**src/rtl/mopshub_elink_pkg.sv**
```systemverilog
// Shared elink framing constants, receiver state encoding and error causes,
// used by both the uplink decoder and the elink transmitter.
package mopshub_elink_pkg;

  localparam logic [7:0] ELINK_SOP  = 8'h7C;
  localparam logic [7:0] ELINK_EOP  = 8'hDC;
  localparam logic [7:0] ELINK_IDLE = 8'h3C;

  localparam int         PAYLOAD_BYTES = 10;
  localparam logic [3:0] PAYLOAD_LAST  = 4'd9;

  typedef enum logic [1:0] {
    ST_HUNT    = 2'd0,
    ST_PAYLOAD = 2'd1,
    ST_CHECK   = 2'd2,
    ST_EOP     = 2'd3
  } rx_state_t;

  typedef enum logic [1:0] {
    ERR_NONE     = 2'd0,
    ERR_CHECKSUM = 2'd1,
    ERR_PAD_EOP  = 2'd2,
    ERR_OVERFLOW = 2'd3
  } err_code_t;

  // Frame checksum: XOR of all payload bytes.
  function automatic logic [7:0] payload_xor(input logic [79:0] payload);
    logic [7:0] acc;
    acc = 8'h00;
    for (int i = 0; i < PAYLOAD_BYTES; i++) begin
      acc = acc ^ payload[i*8 +: 8];
    end
    return acc;
  endfunction

endpackage

```
**src/rtl/elink_byte_assembler.sv**
```systemverilog
// Shifts in one elink bit pair per clock and flags every fourth pair as a
// completed byte; align restarts the byte phase after a marker match.
module elink_byte_assembler (
  input  logic       clk_40_m,
  input  logic       rst,
  input  logic [1:0] rx_pair,
  input  logic       align,
  output logic [7:0] window,
  output logic [7:0] byte_data,
  output logic       byte_strobe
);

  logic [7:0] shift_reg;
  logic [1:0] phase_reg;
  logic       strobe_reg;

  // window is the byte that will sit in the shift register after this edge
  assign window      = {shift_reg[5:0], rx_pair};
  assign byte_data   = shift_reg;
  assign byte_strobe = strobe_reg;

  always_ff @(posedge clk_40_m) begin
    if (!rst) begin
      shift_reg  <= 8'h00;
      phase_reg  <= 2'd0;
      strobe_reg <= 1'b0;
    end else begin
      shift_reg  <= window;
      phase_reg  <= align ? 2'd0 : phase_reg + 2'd1;
      strobe_reg <= !align && (phase_reg == 2'd3);
    end
  end

endmodule

```
**src/rtl/elink_uplink_decoder.sv**
```systemverilog
// Uplink elink frame decoder: hunts for SOP, collects payload, checksum and
// EOP, and hands accepted 76-bit frames to a one-entry valid/ready buffer.
module elink_uplink_decoder
  import mopshub_elink_pkg::*;
#(
  parameter logic [7:0] SOP_BYTE  = ELINK_SOP,
  parameter logic [7:0] EOP_BYTE  = ELINK_EOP,
  parameter logic [7:0] IDLE_BYTE = ELINK_IDLE
) (
  input  logic        clk_40_m,
  input  logic        rst,
  input  logic [1:0]  rx_elink2bit,
  output logic [75:0] data_out,
  output logic        data_valid,
  input  logic        data_ready,
  output logic        frame_err,
  output logic [1:0]  err_code,
  output logic [15:0] frame_cnt,
  output logic [7:0]  err_cnt,
  output logic        locked
);

  rx_state_t   state_reg, state_next;
  logic [3:0]  byte_cnt_reg, byte_cnt_next;
  logic [79:0] payload_reg;
  logic [7:0]  rx_csum_reg;
  logic [75:0] data_out_reg;
  logic        data_valid_reg;
  logic        frame_err_reg;
  err_code_t   err_code_reg;
  logic [15:0] frame_cnt_reg;
  logic [7:0]  err_cnt_reg;
  logic        locked_reg;

  logic [7:0]  window;
  logic [7:0]  byte_data;
  logic        byte_strobe;
  logic        sop_hit;
  logic        frame_done;
  logic        buf_free;
  err_code_t   verdict;
  logic        load_frame;
  logic        reject_frame;

  elink_byte_assembler u_assembler (
    .clk_40_m    (clk_40_m),
    .rst         (rst),
    .rx_pair     (rx_elink2bit),
    .align       (sop_hit),
    .window      (window),
    .byte_data   (byte_data),
    .byte_strobe (byte_strobe)
  );

  // A filler equal to the marker could never be told apart, so never lock on it
  assign sop_hit    = (state_reg == ST_HUNT) && (window == SOP_BYTE) && (SOP_BYTE != IDLE_BYTE);
  assign frame_done = (state_reg == ST_EOP) && byte_strobe;
  assign buf_free   = !data_valid_reg || data_ready;

  always_comb begin
    state_next    = state_reg;
    byte_cnt_next = byte_cnt_reg;
    case (state_reg)
      ST_HUNT: begin
        if (sop_hit) begin
          state_next    = ST_PAYLOAD;
          byte_cnt_next = 4'd0;
        end
      end
      ST_PAYLOAD: begin
        if (byte_strobe) begin
          byte_cnt_next = byte_cnt_reg + 4'd1;
          if (byte_cnt_reg == PAYLOAD_LAST) begin
            state_next = ST_CHECK;
          end
        end
      end
      ST_CHECK: begin
        if (byte_strobe) begin
          state_next = ST_EOP;
        end
      end
      ST_EOP: begin
        if (byte_strobe) begin
          state_next = ST_HUNT;
        end
      end
      default: state_next = ST_HUNT;
    endcase
  end

  // Framing faults outrank a checksum fault; overflow only applies to good frames
  always_comb begin
    verdict = ERR_NONE;
    if ((payload_reg[79:76] != 4'h0) || (byte_data != EOP_BYTE)) begin
      verdict = ERR_PAD_EOP;
    end else if (payload_xor(payload_reg) != rx_csum_reg) begin
      verdict = ERR_CHECKSUM;
    end else if (!buf_free) begin
      verdict = ERR_OVERFLOW;
    end
  end

  assign load_frame   = frame_done && (verdict == ERR_NONE);
  assign reject_frame = frame_done && (verdict != ERR_NONE);

  always_ff @(posedge clk_40_m) begin
    if (!rst) begin
      state_reg    <= ST_HUNT;
      byte_cnt_reg <= 4'd0;
    end else begin
      state_reg    <= state_next;
      byte_cnt_reg <= byte_cnt_next;
    end
  end

  always_ff @(posedge clk_40_m) begin
    if (!rst) begin
      payload_reg    <= '0;
      rx_csum_reg    <= 8'h00;
      data_out_reg   <= '0;
      data_valid_reg <= 1'b0;
      frame_err_reg  <= 1'b0;
      err_code_reg   <= ERR_NONE;
      frame_cnt_reg  <= 16'h0000;
      err_cnt_reg    <= 8'h00;
      locked_reg     <= 1'b0;
    end else begin
      frame_err_reg <= reject_frame;

      if ((state_reg == ST_PAYLOAD) && byte_strobe) begin
        payload_reg <= {payload_reg[71:0], byte_data};
      end
      if ((state_reg == ST_CHECK) && byte_strobe) begin
        rx_csum_reg <= byte_data;
      end

      if (sop_hit) begin
        locked_reg <= 1'b1;
      end else if (frame_done) begin
        locked_reg <= 1'b0;
      end

      if (load_frame) begin
        data_out_reg   <= payload_reg[75:0];
        data_valid_reg <= 1'b1;
        if (frame_cnt_reg != 16'hFFFF) begin
          frame_cnt_reg <= frame_cnt_reg + 16'd1;
        end
      end else if (data_valid_reg && data_ready) begin
        data_valid_reg <= 1'b0;
      end

      if (reject_frame) begin
        err_code_reg <= verdict;
        if (err_cnt_reg != 8'hFF) begin
          err_cnt_reg <= err_cnt_reg + 8'd1;
        end
      end
    end
  end

  assign data_out   = data_out_reg;
  assign data_valid = data_valid_reg;
  assign frame_err  = frame_err_reg;
  assign err_code   = err_code_reg;
  assign frame_cnt  = frame_cnt_reg;
  assign err_cnt    = err_cnt_reg;
  assign locked     = locked_reg;

endmodule

```
**config.mk**
```make
export PLATFORM = sky130hd
export DESIGN_NAME = elink_uplink_decoder
export DESIGN_NICKNAME = d
export VERILOG_FILES = /design/src/rtl/mopshub_elink_pkg.sv /design/src/rtl/elink_byte_assembler.sv /design/src/rtl/elink_uplink_decoder.sv
export SDC_FILE = /design/constraint.sdc
export NUM_CORES = 1
export LEC_CHECK = 0
export CAP_MARGIN = 25
export CORE_MARGIN = 2
export CORE_UTILIZATION = 55
export CTS_BUF_LIST = sky130_fd_sc_hd__clkbuf_2
export DETAILED_ROUTE_END_ITERATION = 7
export PLACE_DENSITY = 0.84
export SLEW_MARGIN = 20
export SYNTH_ARGS = -nofsm -noshare
export SYNTH_HDL_FRONTEND = slang
export SYNTH_HIERARCHICAL = 1
export SYNTH_SLANG_ARGS = --single-unit
```
**constraint.sdc**
```tcl
create_clock -name clk_40_m -period 2.95 [get_ports clk_40_m]
set_input_delay 0.295 -clock clk_40_m [delete_from_list [all_inputs] [get_ports clk_40_m]]
set_output_delay 0.295 -clock clk_40_m [all_outputs]
set_load 0.01 [all_outputs]
```
==> results.py <==
metrics = {
    "placed_design": {
        "globalplace.congestion": 0.832,
        "portBuffers": 109,
        "place_area_um2": 9990,
        "dp_hpwl_um": 13700,
        "detailedPlace.worstSlack_ns": 0.0734,
    },
    "timing": {
        "fin_ws_ns": 0.0973,
        "fin_crit_sh_pct": 96.7,
        "slew_headroom_pct": 44.8,
        "finClkSkew_ns": 0.0890,
        "hold_viol": 0,
        "setup_viol_count_final": 0,
        "period_needed_ns": 2.85,
        "max_freq_mhz": 351,
        "rsz0062_at_grt": "false",
        "slew_violations": 0,
        "fin_tns_setup_ns": 0,
        "tightestPinTransition_ns": 0.828,
    },
    "layout": {
        "drive_above_1_share_pct": 11.3,
        "seq_area_um2": 4200,
        "utilization_pct": 66.8,
        "multi_input_area_um2": 4200,
        "largest_reg_flops": 80,
        "fillers": 1261,
        "final_nets": 1102,
        "postLayoutCellArea_um2": 10500,
        "synthToLayoutAreaGrowth_pct": 20.3,
    },
    "job": {
        "maxCapViolCount": 0,
    },
    "yosys": {
        "syn_area_um2": 8720,
        "synth-main-ff-cell": "dfxtp_1",
        "synth_edf_count": 0,
        "synth-async-reset-ratio_pct": 0,
        "synth.avg_cell_area_um2": 9.09,
        "synthCells": 960,
        "yosys_register_bits": 210,
        "synth_top_area_share_pct": 48.2,
        "yosysMostFrequentCell": "dfxtp_1",
        "synth.distinct_cells": 48,
        "synth_common_cells": "dfxtp_1, nand2_1, a21oi_1",
        "syn-num-nets": 974,
        "netlist_top_cells_area": "dfxtp_1, mux2i_1, nand2_1",
        "ys_seq_area_share_pct": 48.2,
        "yosysTopAreaCell": "dfxtp_1",
        "yosys_warnings": 6,
    },
    "die": {
        "dieHeight_um": 130,
        "start_util_pct": 55.5,
        "ios": 110,
        "core_area_um2": 15700,
        "dieArea_um2": 16900,
        "rows": 46,
        "die_x_um": 130,
    },
    "drt": {
        "drt_first_pass_iters": 7,
        "wl_per_cell_um": 15.4,
        "route.detailed.drc": 0,
        "ant_nets": 0,
        "drt_iter0_drc": 455,
        "wl_um": 20500,
        "vias": 7094,
        "post_drt_via_cell_ratio": 5.30,
    },
    "clocking": {
        "clk_path_buf_depth": 3,
        "cts_tree": "done",
        "clk-insertion-delay-late_ns": 0.84,
        "clock-root-buffer": "clkbuf_2",
        "clk_pin_slew_ns": 0.11,
        "clock_sinks": 210,
        "htreeDepth": 2,
        "cts_buffers": 49,
    },
    "global_route": {
        "grt_pass1_vias": 6634,
        "grt_usage_pct": 24.2,
        "grt_pass1_wl_um": 32800,
        "antenna_found_initial": 1,
        "grt_max_degree": 171,
        "grt-ovfl-total": 0,
    },
    "pwr": {
        "vdd_drop_max_mv": 0.272,
        "cellPowerDensity_nw_per_um2": 455,
        "leakage_nw": 4.45,
    },
    "hold_path": {
        "min_to": "u_assembler/byte_data[0]",
        "hold_path_class": "input pin to flip-flop",
        "hold_depth": 2,
        "hold_start": "rx_elink2bit[0]",
    },
    "worst_setup_path": {
        "rrSetupSlack_ns": 0.1,
        "crit_type": "flip-flop to flip-flop",
        "r2r-start": "payload_reg[44]",
        "arrival_ns": 3.46,
        "cp-end-kind": "flip-flop",
        "rr_worst_depth": 8,
        "regToRegEndpoint": "data_out[23]",
        "startpoint_type": "flip-flop",
        "crit_fanout": 26,
        "crit_required_ns": 3.56,
    },
    "run_status": {
        "outcome": "complete, no violations",
    },
}
where the power goes:
part	total, W	internal, W	switching (W)
registers	0.00286	0.00285	0.0000113
logic	0.000169	0.0000525	0.000117
clock network	0.00175	0.000644	0.00111
total	0.00478	0.00354	0.00124
repair_timing:
item,4_1_cts,5_1_grt
hold buffers,0,0
setup buffers,0,3
gates resized for setup,0,5
setup endpoints to repair,0,50
routing by layer:
metal  routed length (µm)  vias to the layer above  share of wire (%)  global-route usage (%)
met5                    0                        -                  0                       0
met4                  599                        0                2.9                    9.99
met3                 1140                       49                5.5                    5.21
met2                 9560                      237                 47                    38.5
met1                 9250                     3327                 45                    32.1
li1                     -                     3481                  -                       -
final cells by class:
class,count,area share (%)
antenna,1,0.0238
clock buffer,71,3.39
clock inverter,13,0.596
inverter,9,0.346
multi-input combinational,680,40.0
sequential,210,40.1
tap,216,2.57
timing repair buffer,138,13.0
placed cells by master (no fill, tap or decap), types with 5 or more instances in the layout:
cell type / n
and2_2: 7
clkbuf_2: 71
or4_1: 6
nor3_1: 6
ha_1: 9
buf_4: 25
xnor2_1: 52
and3_1: 5
nand2b_1: 16
inv_1: 8
a21oi_1: 100
xor2_1: 14
and2_1: 6
nand3_1: 19
xnor3_1: 8
nand2_1: 201
nor2_1: 87
dfxtp_1: 210
o21ai_0: 7
nand4_1: 6
mux2i_1: 88
clkdlybuf4s50_1: 109
clkinv_1: 8
worst max-delay path, cell delays in order, from the launching register on:
cell and delay (ns):
dfxtp_1 0.44, xnor2_1 0.18, xnor2_1 0.17, xnor3_1 0.48, nor3_2 0.25, or4b_4 0.61, buf_16 0.23, mux2i_1 0.19
nor2_1 0.07
metrics by stage:
stage                     std cells  total power, W  hold slack (ns)
after floorplan                 960         0.00305            0.418
after global placement         1248         0.00309            0.430
after detailed placement       1248         0.00309            0.432
after CTS                      1332         0.00482           0.0985
after global routing           1338         0.00501           0.0893
final                          1338         0.00478            0.146
worst max path at each step:
stage | start | endpoint | slack [ns] | depth (start not counted)
after detailed placement | payload_reg[77] | data_out[23] | 0.07 | 8
after global routing | payload_reg[38] | frame_cnt[11] | 0.02 | 7
after CTS | payload_reg[77] | data_out[23] | 0.03 | 8
after floorplan | payload_reg[77] | data_out[31] | 0.41 | 10
final | payload_reg[44] | data_out[23] | 0.1 | 8
after global placement | payload_reg[77] | data_out[64] | 0.17 | 8
cells by family after synthesis:
| kind of cell | count (synthesis) | share of synthesized area, % |
|---|---|---|
| flip-flops | 210 | 48.2 |
| AO/OA/AOI/OAI | 120 | 7.40 |
| AND/OR/NAND/NOR | 387 | 20.2 |
| buffers and inverters | 71 | 4.00 |
| adder cells (fa/ha/maj) | 9 | 1.29 |
| XOR/XNOR | 74 | 8.69 |
| multiplexers | 89 | 10.2 |
No activity file was read; power rests on OpenSTA's default activity.
